[src/rtl/pc_fetch_unit.sv]
// Program-counter and instruction-fetch sequencer: FETCH -> WAIT -> EXEC.
// Optional PC_FETCH_MISALIGN_CHECK_EN adds misalign_err and a halt state on misaligned targets.
module pc_fetch_unit #(
  parameter int unsigned     XLEN     = 32,
  parameter logic [XLEN-1:0] RESET_PC = '0
) (
  input  logic            clk,
  input  logic            rst_n,
  output logic            imem_req,
  output logic [XLEN-1:0] imem_addr,
  input  logic            imem_rvalid,
  input  logic [XLEN-1:0] imem_rdata,
  input  logic [1:0]      next_pc_sel,
  input  logic            branch_taken,
  input  logic [XLEN-1:0] pc_imm_target,
  input  logic [XLEN-1:0] jalr_target,
  input  logic            ex_done,
  output logic [XLEN-1:0] pc,
  output logic [XLEN-1:0] pc_plus4,
  output logic [XLEN-1:0] instr,
  output logic [6:0]      opcode,
  output logic [2:0]      func3,
  output logic            func7,
`ifdef PC_FETCH_MISALIGN_CHECK_EN
  output logic            misalign_err,
`endif
  output logic            instr_valid
);

  localparam logic [XLEN-1:0] NOP_INSTR = XLEN'(32'h0000_0013);

  localparam logic [1:0] S_FETCH = 2'd0;
  localparam logic [1:0] S_WAIT  = 2'd1;
  localparam logic [1:0] S_EXEC  = 2'd2;
`ifdef PC_FETCH_MISALIGN_CHECK_EN
  localparam logic [1:0] S_HALT  = 2'd3;
`endif

  logic [1:0]      state;
  logic [1:0]      state_next;
  logic [XLEN-1:0] target;
  logic [XLEN-1:0] next_pc;
  logic            misalign;

  assign pc_plus4  = pc + XLEN'(4);
  assign imem_addr = pc;
  assign opcode    = instr[6:0];
  assign func3     = instr[14:12];
  assign func7     = instr[30];

  // Raw next-PC target before any alignment handling.
  always_comb begin
    target = pc_plus4;
    case (next_pc_sel)
      2'b01:   if (branch_taken) target = pc_imm_target;
      2'b10:   target = pc_imm_target;
      2'b11:   target = jalr_target & ~XLEN'(1);
      default: target = pc_plus4;
    endcase
  end

`ifdef PC_FETCH_MISALIGN_CHECK_EN
  assign misalign = |target[1:0];
  assign next_pc  = target;
`else
  assign misalign = 1'b0;
  assign next_pc  = target & ~XLEN'(3);
`endif

  always_ff @(posedge clk or negedge rst_n) begin
    if (!rst_n) state <= S_FETCH;
    else        state <= state_next;
  end

  always_comb begin
    state_next = state;
    case (state)
      S_FETCH: state_next = S_WAIT;
      S_WAIT:  if (imem_rvalid) state_next = S_EXEC;
      S_EXEC: begin
        if (ex_done) begin
`ifdef PC_FETCH_MISALIGN_CHECK_EN
          state_next = misalign ? S_HALT : S_FETCH;
`else
          state_next = S_FETCH;
`endif
        end
      end
`ifdef PC_FETCH_MISALIGN_CHECK_EN
      S_HALT:  state_next = S_HALT;
`endif
      default: state_next = S_FETCH;
    endcase
  end

  // Request is gated by rst_n so it stays low while reset holds the FSM in FETCH.
  always_comb begin
    imem_req    = 1'b0;
    instr_valid = 1'b0;
    case (state)
      S_FETCH: imem_req    = rst_n;
      S_EXEC:  instr_valid = 1'b1;
      default: begin
        imem_req    = 1'b0;
        instr_valid = 1'b0;
      end
    endcase
  end

  always_ff @(posedge clk or negedge rst_n) begin
    if (!rst_n) begin
      pc    <= RESET_PC;
      instr <= NOP_INSTR;
    end else begin
      if (state == S_WAIT && imem_rvalid) instr <= imem_rdata;
      if (state == S_EXEC && ex_done && !misalign) pc <= next_pc;
    end
  end

`ifdef PC_FETCH_MISALIGN_CHECK_EN
  always_ff @(posedge clk or negedge rst_n) begin
    if (!rst_n)                                  misalign_err <= 1'b0;
    else if (state == S_EXEC && ex_done && misalign) misalign_err <= 1'b1;
  end
`endif

endmodule

[config.mk]
export PLATFORM = sky130hd
export DESIGN_NAME = pc_fetch_unit
export DESIGN_NICKNAME = d
export VERILOG_FILES = /design/src/rtl/pc_fetch_unit.sv
export SDC_FILE = /design/constraint.sdc
export NUM_CORES = 1
export LEC_CHECK = 0
export ABC_AREA = 1
export CORE_MARGIN = 2
export CORE_UTILIZATION = 43
export DETAILED_ROUTE_END_ITERATION = 16
export PLACE_DENSITY = 0.87
export SKIP_LAST_GASP = 1
export SYNTH_ARGS = -nofsm -noshare
export SYNTH_HDL_FRONTEND = slang
export SYNTH_SLANG_ARGS = --single-unit
[constraint.sdc]
create_clock -name clk -period 4.5 [get_ports clk]
set_clock_uncertainty 0.1 [all_clocks]
set_input_delay 0.9 -clock clk [delete_from_list [all_inputs] [get_ports clk]]
set_output_delay 0.9 -clock clk [all_outputs]
set_load 0.02 [all_outputs]
==> reports/results.txt, run 1 <==
The run finished with clean final reports. Across all layers, the routed design uses 4,778 vias. Summed over all cells, the static leakage comes to 3.20 nW. After clock tree synthesis, the clock-pin slew on the worst setup and hold paths is 70 ps.

The tightest min-delay check is of the reg2reg type. The run gives 0 as the remaining global-route overflow. Dividing the detail-routed via count by the number of cells gives 4.99. After the first detailed-routing iteration, the DRC count stood at 247. The tools report the final worst hold slack as 374 ps.

The clock reaches the later pin of the worst-skew pair after 340 ps. The tools report the total number of H-tree levels as 3. The first detailed-routing pass ran for 5 iterations. The root buffer selected by CTS was clkbuf_8. Compared with the post-synthesis result, the final layout area differs by 49.9%. The logs give 34.7% for the proportion of synthesized chip area in sequential cells and 896 for the layout filler cell count. The post-route cell area is 6940 um2.

In this run the cell area measured after placement is 6750 um2. Number of pins with negative max-slew slack in the final report: 0. Registers are responsible for 25.3% of the overall power.

Including well taps, the total number of placed cells is 942. The region available for standard cell placement spans 10,400 um2. Global routing consumed, over all layers together, 25.5% of the routing resources.

For the sum of internal, switching and leakage power, the log shows 4.83 mW. The share of cells above drive strength 1 is 9.85%, and the synthesized instance count is 629. Summed over all nets, the switching power comes to 2.20 mW. Max-cap violations in this run came to 0. In the post-synthesis netlist, the biggest area contributors are dfrtp_1, nand2_1, mux2_2, buf_4, inv_1. Net switching is 45.6% of the power. In this run the worst path has a maximum fanout of 6.

For the via count of the first global-routing pass, the log shows 4,739. The number of primary I/O pins was 244; the die outline width was 108 um. At the pin with the least slew margin, the transition time is 1100 ps. Yosys printed 0 warnings. 0 antenna diodes ended up in the layout. After synthesis, the mean cell area works out to 7.36 um2. The number of nets with antenna violations after routing was 0. Of the available clock period, the critical path in the final layout requires 78.5%.

The logs give 1170 ps for the post-placement worst setup slack and 39 for the count of unique library cells instantiated by Yosys. The die height is 108 um, and the full die area is 11,600 um2. STA classifies the critical path endpoint as a primary output.

Summed over all layers, the routed wires come to 14,700 um. The cell area that synthesis handed to floorplanning was 4630 um2. Static timing analysis puts the maximum clock frequency at 0.283 GHz. The number of nets in the finished design was 921; the count of unresolved DRC violations after routing was 0. The final number of hold-violating endpoints is 0, and the clock network fraction of design power is 10.2%. The first global-routing pass estimated 23,200 um of wire. The part of the total power dissipated in combinational logic is 64.6%, and the routed length per instance is 15.4 um. After clock tree synthesis, the flow added hold-fix buffers numbering 0. Entering global routing, the biggest net connects 65 pins. Setup repair after global routing left no endpoint under its margin. In this run, post-CTS repair resized a total of 0 instances. Buffers inserted during clock tree synthesis total 9. At the worst endpoint, the required time is 3500 ps. The power density over the cells was 696 nW/um2.

The number of antenna violations at the first check in global routing is 0, and the critical path data arrival time is 2530 ps. Combined area of the multi-input logic cells: 2360 um2. The cell taking the most area after synthesis is dfrtp_1.

Measured against its own limit, the worst slew margin works out to 26.5%. The post-DP HPWL is 11,500 um, and the register bit count reported by yosys is 64. In this run the post-CTS setup repair buffer count came out at 0. The cell row count was 37; the final setup violation count was 0. The sort of element at the start of the critical path is a flop. The worst IR drop on VDD came out at 0.434 mV.

The critical path is of the reg2out type. Counting along the longest clock path gives a buffer depth of 2. For the smallest setup slack after layout, the log shows 968 ps. Setup total negative slack on the finished layout was measured at 0 ps. The logs give 958 for the number of standard cells in the layout, taps in and fillers out and 66.9% for the share of the core filled with cells in the final layout. For the clock sink count, the log shows 64. For this configuration, the core starts out at a cell density of 44.6%.

The tools report the global placer's final weighted congestion as 0.948. Across the whole layout, storage elements account for 1610 um2. The minimum clock period is 3530 ps, and the number of buffer cells added on primary ports is 233. TritonCTS built the clock tree. The top-area cell type share of the netlist area is 33.0%. The tools report the cell-internal power as 2.63 mW.
==> path summary, 6_finish.rpt <==
check                             startpoint       endpoint  slack [ps]  cells past startpoint
worst min register to register      state[1]       state[0]         370                      1
worst min-delay path                state[1]       state[0]         370                      1
worst max register to register      state[1]  imem_addr[23]        2250                     10
min in group asynchronous              rst_n      instr[28]         730                      2
max in group asynchronous              rst_n      instr[14]        3060                      2
worst max-delay path            imem_addr[3]   pc_plus4[16]         970                      7
==> cell families after synthesis <==
group           Yosys count  share of synthesized area [%]
fa+ha+maj                 1                          0.270
buf+inv                 131                           14.8
other cells               1                         0.0810
flops                    64                           34.7
compound gates           79                           10.1
simple gates            308                           29.2
mux                      32                           7.79
xor+xnor                 13                           3.11
==> sequential cells by signal, summed over array words and instances (netlist names) <==
name,cells
state,2
instr,32
imem_addr,30
==> power groups by stage <==
stage | clock, mW | combinational (mW) | sequential, mW
floorplan | 0 | 1.54 | 1.49
global placement | 0 | 3.08 | 1.20
detailed placement | 0 | 3.13 | 1.23
CTS | 0.501 | 3.14 | 1.22
global route | 0.533 | 3.32 | 1.27
finish | 0.491 | 3.12 | 1.22
==> metal layers <==
layer	global-route usage (%)	routed length, um	vias up
met4	8.88	259	0
li1	-	-	2317
met1	29.7	5760	2216
met5	0	0	-
met3	5.15	1200	22
met2	46.3	7500	223
==> worst max-delay path, stage by stage, from the launching register on <==
cell             delay (ps)
dfrtp_1                 450
ha_1                    280
nand2_2                 100
nor2_4                  150
nand2_1                  80
nor2_2                  210
xor2_1                  260
clkdlybuf4s50_1         660
==> cell type report <==
class,count,area share [%]
Clock buffer,12,2.09
Clock inverter,4,0.649
Inverter,64,3.46
Multi-Input combinational cell,439,34.0
Sequential cell,64,23.1
Tap cell,136,2.45
Timing Repair Buffer,239,34.2
==> synthesized netlist by cell type (all sizes together) <==
| cell | instances |
|---|---|
| buf | 60 |
| a21oi | 29 |
| nor3b | 1 |
| nor2 | 57 |
| inv | 62 |
| nor3 | 1 |
| nand3b | 1 |
| clkinv | 2 |
| o211a | 1 |
| conb | 1 |
| a21boi | 2 |
| xor2 | 10 |
| a2bb2oi | 6 |
| nand3 | 39 |
| a22oi | 6 |
| o211ai | 4 |
| xnor2 | 3 |
| dfrtp | 61 |
| a22o | 1 |
| o31ai | 1 |
| or2 | 3 |
| and2 | 3 |
| a32oi | 1 |
| mux2 | 32 |
| o21ai | 26 |
| nand2 | 203 |
| clkbuf | 7 |
| ha | 1 |
| o21a | 2 |
| dfstp | 3 |
==> placed cells by master (no fill, tap or decap), types with 10 or more instances in the layout <==
| cell | synthesis | layout |
|---|---|---|
| clkdlybuf4s50_1 | 0 | 232 |
| nand3_1 | 39 | 39 |
| o21ai_0 | 25 | 25 |
| dfrtp_1 | 61 | 61 |
| nand2_1 | 196 | 196 |
| clkbuf_8 | 0 | 10 |
| mux2_2 | 32 | 32 |
| inv_1 | 62 | 62 |
| a21oi_1 | 29 | 29 |
| nor2_1 | 46 | 46 |
No activity file was read; power rests on OpenSTA's default activity.
==> run 2, diff against run 1 <==
Settings changed: CORE_UTILIZATION 43 to 40, PLACE_DENSITY 0.87 to 0.81.
Clock period 4.5 ns to 3.3 ns, I/O delays scaled along.
==> run 2 against run 1 <==
- final cell count is 1.6% higher
- non-clock buffer count is 8 higher
- design area is 3.1% higher
- first-iteration DRC count is 2.0% lower
- power is 44% higher
- die area is 7.2% higher
- critical endpoint is now pc_plus4[24]
==> reports/results.txt, run 2 (synthesized netlist as in run 1, its figures left out) <==
The run finished with clean final reports. The logs give 14,000 um (was 14,700 um) for the routed wire length and 0.950 (was 0.948) for the global placer's final weighted congestion. The clock transition at the registers of the reported paths works out to 50 ps (was 70 ps). The cell type of the slowest stage on the worst timing path is clkdlybuf4s50_1 (unchanged). For the antenna diode count, the log shows 0 (unchanged). Kind of end point of the critical path: a primary output (unchanged). The clock buffer count from CTS was 9 (unchanged); the critical path data arrival time was 2420 ps (was 2530 ps). The logs give 320 ps (was 340 ps) for the insertion delay to the later sink of the worst-skew pair and 411 ps (was 1170 ps) for the post-placement worst setup slack. Crit-path cells: ha_1 > nand2_2 > nor2_4 > nand2_1 > nor2_2 > nand3_1 > nand2_1 > clkdlybuf4s50_1 (was ha_1 > nand2_2 > nor2_4 > nand2_1 > nor2_2 > xor2_1 > clkdlybuf4s50_1). The run gives 929 (was 921) as the number of nets in the finished design.

Count of unresolved DRC violations after routing: 0 (unchanged). The delay contributed by the slowest stage of the critical path works out to 610 ps (was 660 ps). Cell repeated most along the worst path: nand2_1. The die height is 112 um (was 108 um). For the total global routing track utilization, the log shows 22.3% (was 25.5%). The detailed router's first-iteration violation count was 242 (was 247); the leakage power was 3.33 nW (was 3.20 nW). The share of cells above drive strength 1 works out to 11.3% (was 9.85%). The run gives 34.1% (was 26.5%) as the worst slew margin relative to its limit. The via count of the first global-routing pass was 4,426 (was 4,739); the maximum net fanout on the critical path was 6 (unchanged). The critical path class was reg2out (unchanged). The number of antenna violations at the first check in global routing is 0 (unchanged).

Counting I/O delays and the setup requirement, the final critical path takes 3180 ps. The tools report the maximum operating frequency as 0.315 GHz. The kind of path behind the tightest hold check is reg2reg (unchanged). The run gives 0.635 mV (was 0.434 mV) as the worst IR drop on VDD. The logs give 10,900 um (was 11,500 um) for the post-DP HPWL and 3.95 mW (was 2.63 mW) for the cell-internal power. Leading cell types in the layout, fill and taps excluded: clkdlybuf4s50_1, nand2_1, inv_1, dfrtp_1, nor2_1 (unchanged).

The number of flip-flops under the largest register name is 32 (unchanged), and the via count normalized by instance count is 4.83 (was 4.99). The top register by number of flip-flops is instr (unchanged). The post-CTS setup-driven buffer insertion count is 0 (unchanged), and the portion of the clock cycle consumed by the worst path in the final layout is 96.3%. Power density over the cells: 973 nW/um2 (was 696 nW/um2). The logs give 0 ps (unchanged) for the setup TNS and 3 (unchanged) for the total number of H-tree levels. TritonCTS built the clock tree. The first-pass GRT wire length was 22,300 um (was 23,200 um); the die outline width was 112 um (was 108 um). The run gives 4 (was 5) as the first-pass iteration count of the detailed router. Most common cell after layout, fill and taps aside: clkdlybuf4s50_1 (unchanged). The post-synthesis to final-layout area growth was 54.6% (was 49.9%).

The number of standard cells in the layout, taps in and fillers out was 973 (was 958); the fraction of power consumed by sequential logic was 23.4% (was 25.3%). The post-cts hold buffer count was 0 (unchanged); the number of buffer cells added on primary ports was 233 (unchanged). The number of nets with antenna violations after routing came out at 0 (unchanged). The logs give 0 (unchanged) for the remaining global-route overflow and 0 (unchanged) for the final setup violation count. The sort of element at the start of the critical path was a flop (unchanged).

The power dissipated by switching net loads is 3.01 mW (was 2.20 mW), and the number of primary I/O pins is 244 (unchanged). The clock network fraction of design power was 14.9% (was 10.2%). The smallest setup slack after layout is 122 ps (was 968 ps). The core box area was 11,400 um2 (was 10,400 um2). Final number of hold-violating endpoints: 0 (unchanged). The via total after detailed routing was 4,700 (was 4,778); the number of placed cells counting well taps was 957 (was 942). The tools report the clock sink count as 64 (unchanged). The maximum number of buffers from clock root to sink is 2 (unchanged), and the switching power as a share of total power is 43.2% (was 45.6%).

The pin count of the biggest net entering global routing is 65 (unchanged). The logs give 39 (was 37) for the cell row count and 0 (unchanged) for the number of pins with negative max-slew slack in the final report. The initial cell density of the core came out at 40.7% (was 44.6%). Setup repair after global routing left no endpoint under its margin. The count of max-cap constraint violations was 0 (unchanged); the routed length per instance was 14.4 um (was 15.4 um). The actual slew at the worst max-slew pin was 985 ps (was 1100 ps).

The root buffer selected by CTS is clkbuf_16 (was clkbuf_8). The tools report the data required time of the critical path as 2540 ps (was 3500 ps). Full die area: 12,400 um2 (was 11,600 um2). The part of the total power dissipated in combinational logic was 61.7% (was 64.6%).
-- run 2: cell count changes in the layout (fill, tap and decap cells not counted), sizes merged --
| cell | before | now |
|---|---|---|
| clkbuf | 12 | 13 |
| dlymetal6s2s | 0 | 3 |
| bufinv | 1 | 2 |
| buf | 7 | 15 |
| clkdlybuf4s50 | 232 | 229 |
| clkinv | 5 | 3 |
-- run 2: layout make-up --
cell class              instances  area, um2
clock buffers                  13        260
clock inverters                 3       65.1
fillers                      1014       4220
inverters                      64        240
multi-input cells             439       2360
flip-flops and latches         64       1610
well taps                     143        179
repair buffers                247       2440
-- run 2: worst max-delay path, delay by kind of cell, from the launching register on --
kind                     cells  cell delay, ps
adder cells (fa/ha/maj)      1             250
buffers and inverters        1             610
flip-flops                   1             440
AND/OR/NAND/NOR              6             790
-- run 2: path summary, 6_finish.rpt --
check	start	to	slack, ps	cells past startpoint
setup reg to reg	imem_addr[3]	imem_addr[24]	1390	12
setup / recovery	imem_addr[3]	pc_plus4[24]	120	8
hold / removal	state[1]	state[0]	350	1
max in group asynchronous	rst_n	imem_addr[18]	2070	2
min in group asynchronous	rst_n	instr[24]	450	2
hold reg to reg	state[1]	state[0]	350	1
-- run 2: power groups by stage --
stage	combinational [mW]	sequential (mW)	clock, mW
2_1_floorplan	2.10	2.03	0
3_3_place_gp	4.27	1.62	0
5_1_grt	4.56	1.71	1.10
4_1_cts	4.34	1.63	1.06
6_report	4.30	1.63	1.03
3_5_place_dp	4.32	1.64	0
-- run 2: timing repair --
item	CTS	global route
endpoints found under the setup margin	0	4
hold endpoints to repair	0	0
resized for setup	0	8
-- run 2: per-stage QoR --
stage               hold slack (ps)  cell area [um2]  utilization (%)  power [mW]
floorplan                       264             4650                -        4.13
global placement                347             6810             59.9        5.89
detailed placement              346             6810             59.9        5.96
CTS                             354             7140             62.8        7.03
global route                    370             7150             62.9        7.37
finish                          354             7150             62.9        6.96
-- run 2: layer usage --
| metal | wire (um) | track usage [%] |
|---|---|---|
| met5 | 0 | 0 |
| met3 | 1120 | 6.37 |
| met2 | 6890 | 37.9 |
| met4 | 184 | 7.00 |
| met1 | 5810 | 27.4 |
==> run 3, diff against run 2 <==
--- a/constraint.sdc
+++ b/constraint.sdc
@@ -4,2 +4,2 @@
 set_output_delay 0.66 -clock clk [all_outputs]
-set_load 0.02 [all_outputs]
+set_load 0.05 [all_outputs]
==> run 3 against run 2 <==
- utilization is 0.72 points lower
- final cell count is 0.10% lower
- via count rose by 0.45%
- critical path type unchanged
- largest cell class unchanged
==> reports/results.txt, run 3 (synthesized netlist as in run 1, its figures left out) <==
The layout filler cell count is 1,015 (was 1,014). The depth of the most critical reg-to-reg path came out at 12 (unchanged). The leakage power is 3.33 nW (about the same). The antenna diode count was 0 (unchanged); the portion of the clock cycle consumed by the worst path in the final layout was 92.4% (was 96.3%). Remaining global-route overflow: 0 (unchanged). The routed length per instance works out to 14.2 um (was 14.4 um). For the total number of H-tree levels, the log shows 3 (unchanged).

The logs give 0 (unchanged) for the post-CTS setup-driven buffer insertion count and 0 (unchanged) for the number of pins with negative max-slew slack in the final report. The number of instances on the worst hold path is 1 (unchanged). The tools report the number of primary I/O pins as 244 (unchanged). The clock sink count was 64 (unchanged). Initial cell density of the core: 40.7% (unchanged). The logs give 0 (unchanged) for the final number of hold-violating endpoints and 13,800 um (was 14,000 um) for the routed wire length. Kind of end point of the critical path: a primary output (unchanged). Leading cell types in the layout, fill and taps excluded: clkdlybuf4s50_1, nand2_1, inv_1, dfrtp_1, nor2_1 (unchanged). The sort of element at the start of the critical path was a flop (unchanged). The insertion delay to the later sink of the worst-skew pair is 330 ps (was 320 ps). The worst slew margin relative to its limit was 35.7% (was 34.1%); the storage element area was 1610 um2 (about the same). The detailed router's first-iteration violation count was 264 (was 242).

The maximum operating frequency is 0.328 GHz (was 0.315 GHz). The flow ran to the end, and the final reports show no timing, DRC or antenna violations. The cell family contributing the most delay on the critical path is buffers and inverters (was simple AND/OR/NAND/NOR gates). The power density over the cells is 1240 nW/um2 (was 973 nW/um2). The most common cell after layout, fill and taps aside was clkdlybuf4s50_1 (unchanged). The full die area came out at 12,400 um2 (unchanged). The maximum net fanout on the critical path works out to 6 (unchanged).

Root buffer selected by CTS: clkbuf_16 (unchanged). The actual slew at the worst max-slew pin came out at 962 ps (was 985 ps). The instance count on the critical path is 6 (was 8). The logs give 2 (unchanged) for the maximum number of buffers from clock root to sink and 2360 um2 (unchanged) for the combined area of the multi-input logic cells. The minimum clock period came out at 3050 ps (was 3180 ps). The share of cells above drive strength 1 came out at 12.9% (was 11.3%). For the global placer's final weighted congestion, the log shows 0.923 (was 0.950).

The clock buffer count from CTS is 9 (unchanged). The tools report the post-cts hold buffer count as 0 (unchanged). The first-pass GRT wire length is 22,200 um (was 22,300 um). Post-synthesis to final-layout area growth: 52.8% (was 54.6%). The count of buffering cells on the critical path with inverters included works out to 2 (was 1). The tools report the number of nets in the finished design as 928 (was 929). The via count normalized by instance count was 4.86 (was 4.83). The run gives 5 (was 4) as the first-pass iteration count of the detailed router. TritonCTS built the clock tree. The clock transition at the registers of the reported paths is 60 ps (was 50 ps). The cell type of the slowest stage on the worst timing path is clkdlybuf4s50_1 (unchanged).

The logs give 4,426 (unchanged) for the via count of the first global-routing pass and 11,000 um (was 10,900 um) for the post-DP HPWL. Worst IR drop on VDD: 0.815 mV (was 0.635 mV). The logs give 2540 ps (about the same) for the data required time of the critical path and 0 (unchanged) for the final setup violation count. The run gives 0 (unchanged) as the count of unresolved DRC violations after routing. The number of buffer cells added on primary ports was 233 (unchanged); the critical path data arrival time was 2290 ps (was 2420 ps).

Crit-path cells: nand2_1 > nor2_1 > nand2_4 > xor2_1 > inv_1 > clkdlybuf4s50_1 (was ha_1 > nand2_2 > nor2_4 > nand2_1 > nor2_2 > nand3_1 > nand2_1 > clkdlybuf4s50_1). Setup repair after global routing left no endpoint under its margin. Number of antenna violations at the first check in global routing: 0 (unchanged). The kind of path behind the tightest hold check was reg2reg (unchanged).

The tools report the core box area as 11,400 um2 (unchanged). The die outline width was 112 um (unchanged). The logs give 0 (unchanged) for the count of max-cap constraint violations and 357 ps (was 354 ps) for the final worst hold slack. The top register by number of flip-flops is instr (unchanged). The via total after detailed routing is 4,721 (was 4,700), and the delay contributed by the slowest stage of the critical path is 800 ps (was 610 ps). The run gives 22.0% (was 22.3%) as the total global routing track utilization. The logs give 39 (unchanged) for the cell row count and 65 (unchanged) for the pin count of the biggest net entering global routing.

The die height came out at 112 um (unchanged). The number of flip-flops under the largest register name was 32 (unchanged). The critical path class was reg2out (unchanged). Number of nets with antenna violations after routing: 0 (unchanged). The setup TNS was 0 ps (unchanged).
## run 3: cell count changes in the layout (fill, tap and decap cells not counted), sizes merged
cell / previous run / this run
buf: 15 / 33
clkinvlp: 0 / 1
dlymetal6s2s: 3 / 4
bufinv: 2 / 1
clkdlybuf4s50: 229 / 209
## run 3: timing repair
item	4_1_cts	5_1_grt
resized for setup	0	4
hold endpoints to repair	0	0
endpoints found under the setup margin	0	4
## run 3: cell type report
cell class	instances	area share, %
Clock buffer	13	3.68
Clock inverter	3	0.602
Inverter	64	3.40
Multi-Input combinational cell	439	33.3
Sequential cell	64	22.7
Tap cell	143	2.53
Timing Repair Buffer	246	33.8
## run 3: per-layer routing
metal / share of wire [%] / GRT usage (%) / vias up
li1: - / - / 2342
met1: 42 / 27.7 / 2159
met2: 49 / 38.2 / 199
met3: 7.1 / 3.76 / 21
met4: 2.0 / 8.15 / 0
met5: 0 / 0 / -
## run 3: path summary, 6_finish.rpt
path	to	slack (ps)	start
worst max-delay path	pc_plus4[9]	250	imem_addr[5]
worst min-delay path	state[0]	360	state[1]
worst max register to register	imem_addr[24]	1400	imem_addr[3]
worst min register to register	state[0]	360	state[1]
max in group asynchronous	imem_addr[21]	2130	rst_n
min in group asynchronous	instr[29]	440	rst_n
## run 3: through the flow
| stage | total power, mW | worst slack (ps) | std cells | util [%] | instance area, um2 |
|---|---|---|---|---|---|
| 6_report | 8.75 | 251 | 972 | 62.2 | 7070 |
| 5_1_grt | 9.15 | 168 | 972 | 62.2 | 7070 |
| 4_1_cts | 8.81 | 38.0 | 972 | 62.1 | 7060 |
| 3_5_place_dp | 7.83 | 405 | 956 | 59.4 | 6760 |
| 3_3_place_gp | 7.76 | 439 | 956 | 59.4 | 6760 |
| 2_1_floorplan | 6.06 | 185 | 634 | - | 4650 |
## run 3: power by group
group / leakage (nW) / switching [mW] / internal [mW]
sequential: 0.747 / 0.451 / 1.19
combinational: 2.44 / 4.15 / 2.00
clock: 0.146 / 0.340 / 0.625
total: 3.33 / 4.94 / 3.81
## run 3: worst reg2reg max path: cells and delay by family, from the launching register on
family,cells,cell delay [ps]
adder cells (fa/ha/maj),1,260
flip-flops,1,450
AND/OR/NAND/NOR,11,1000
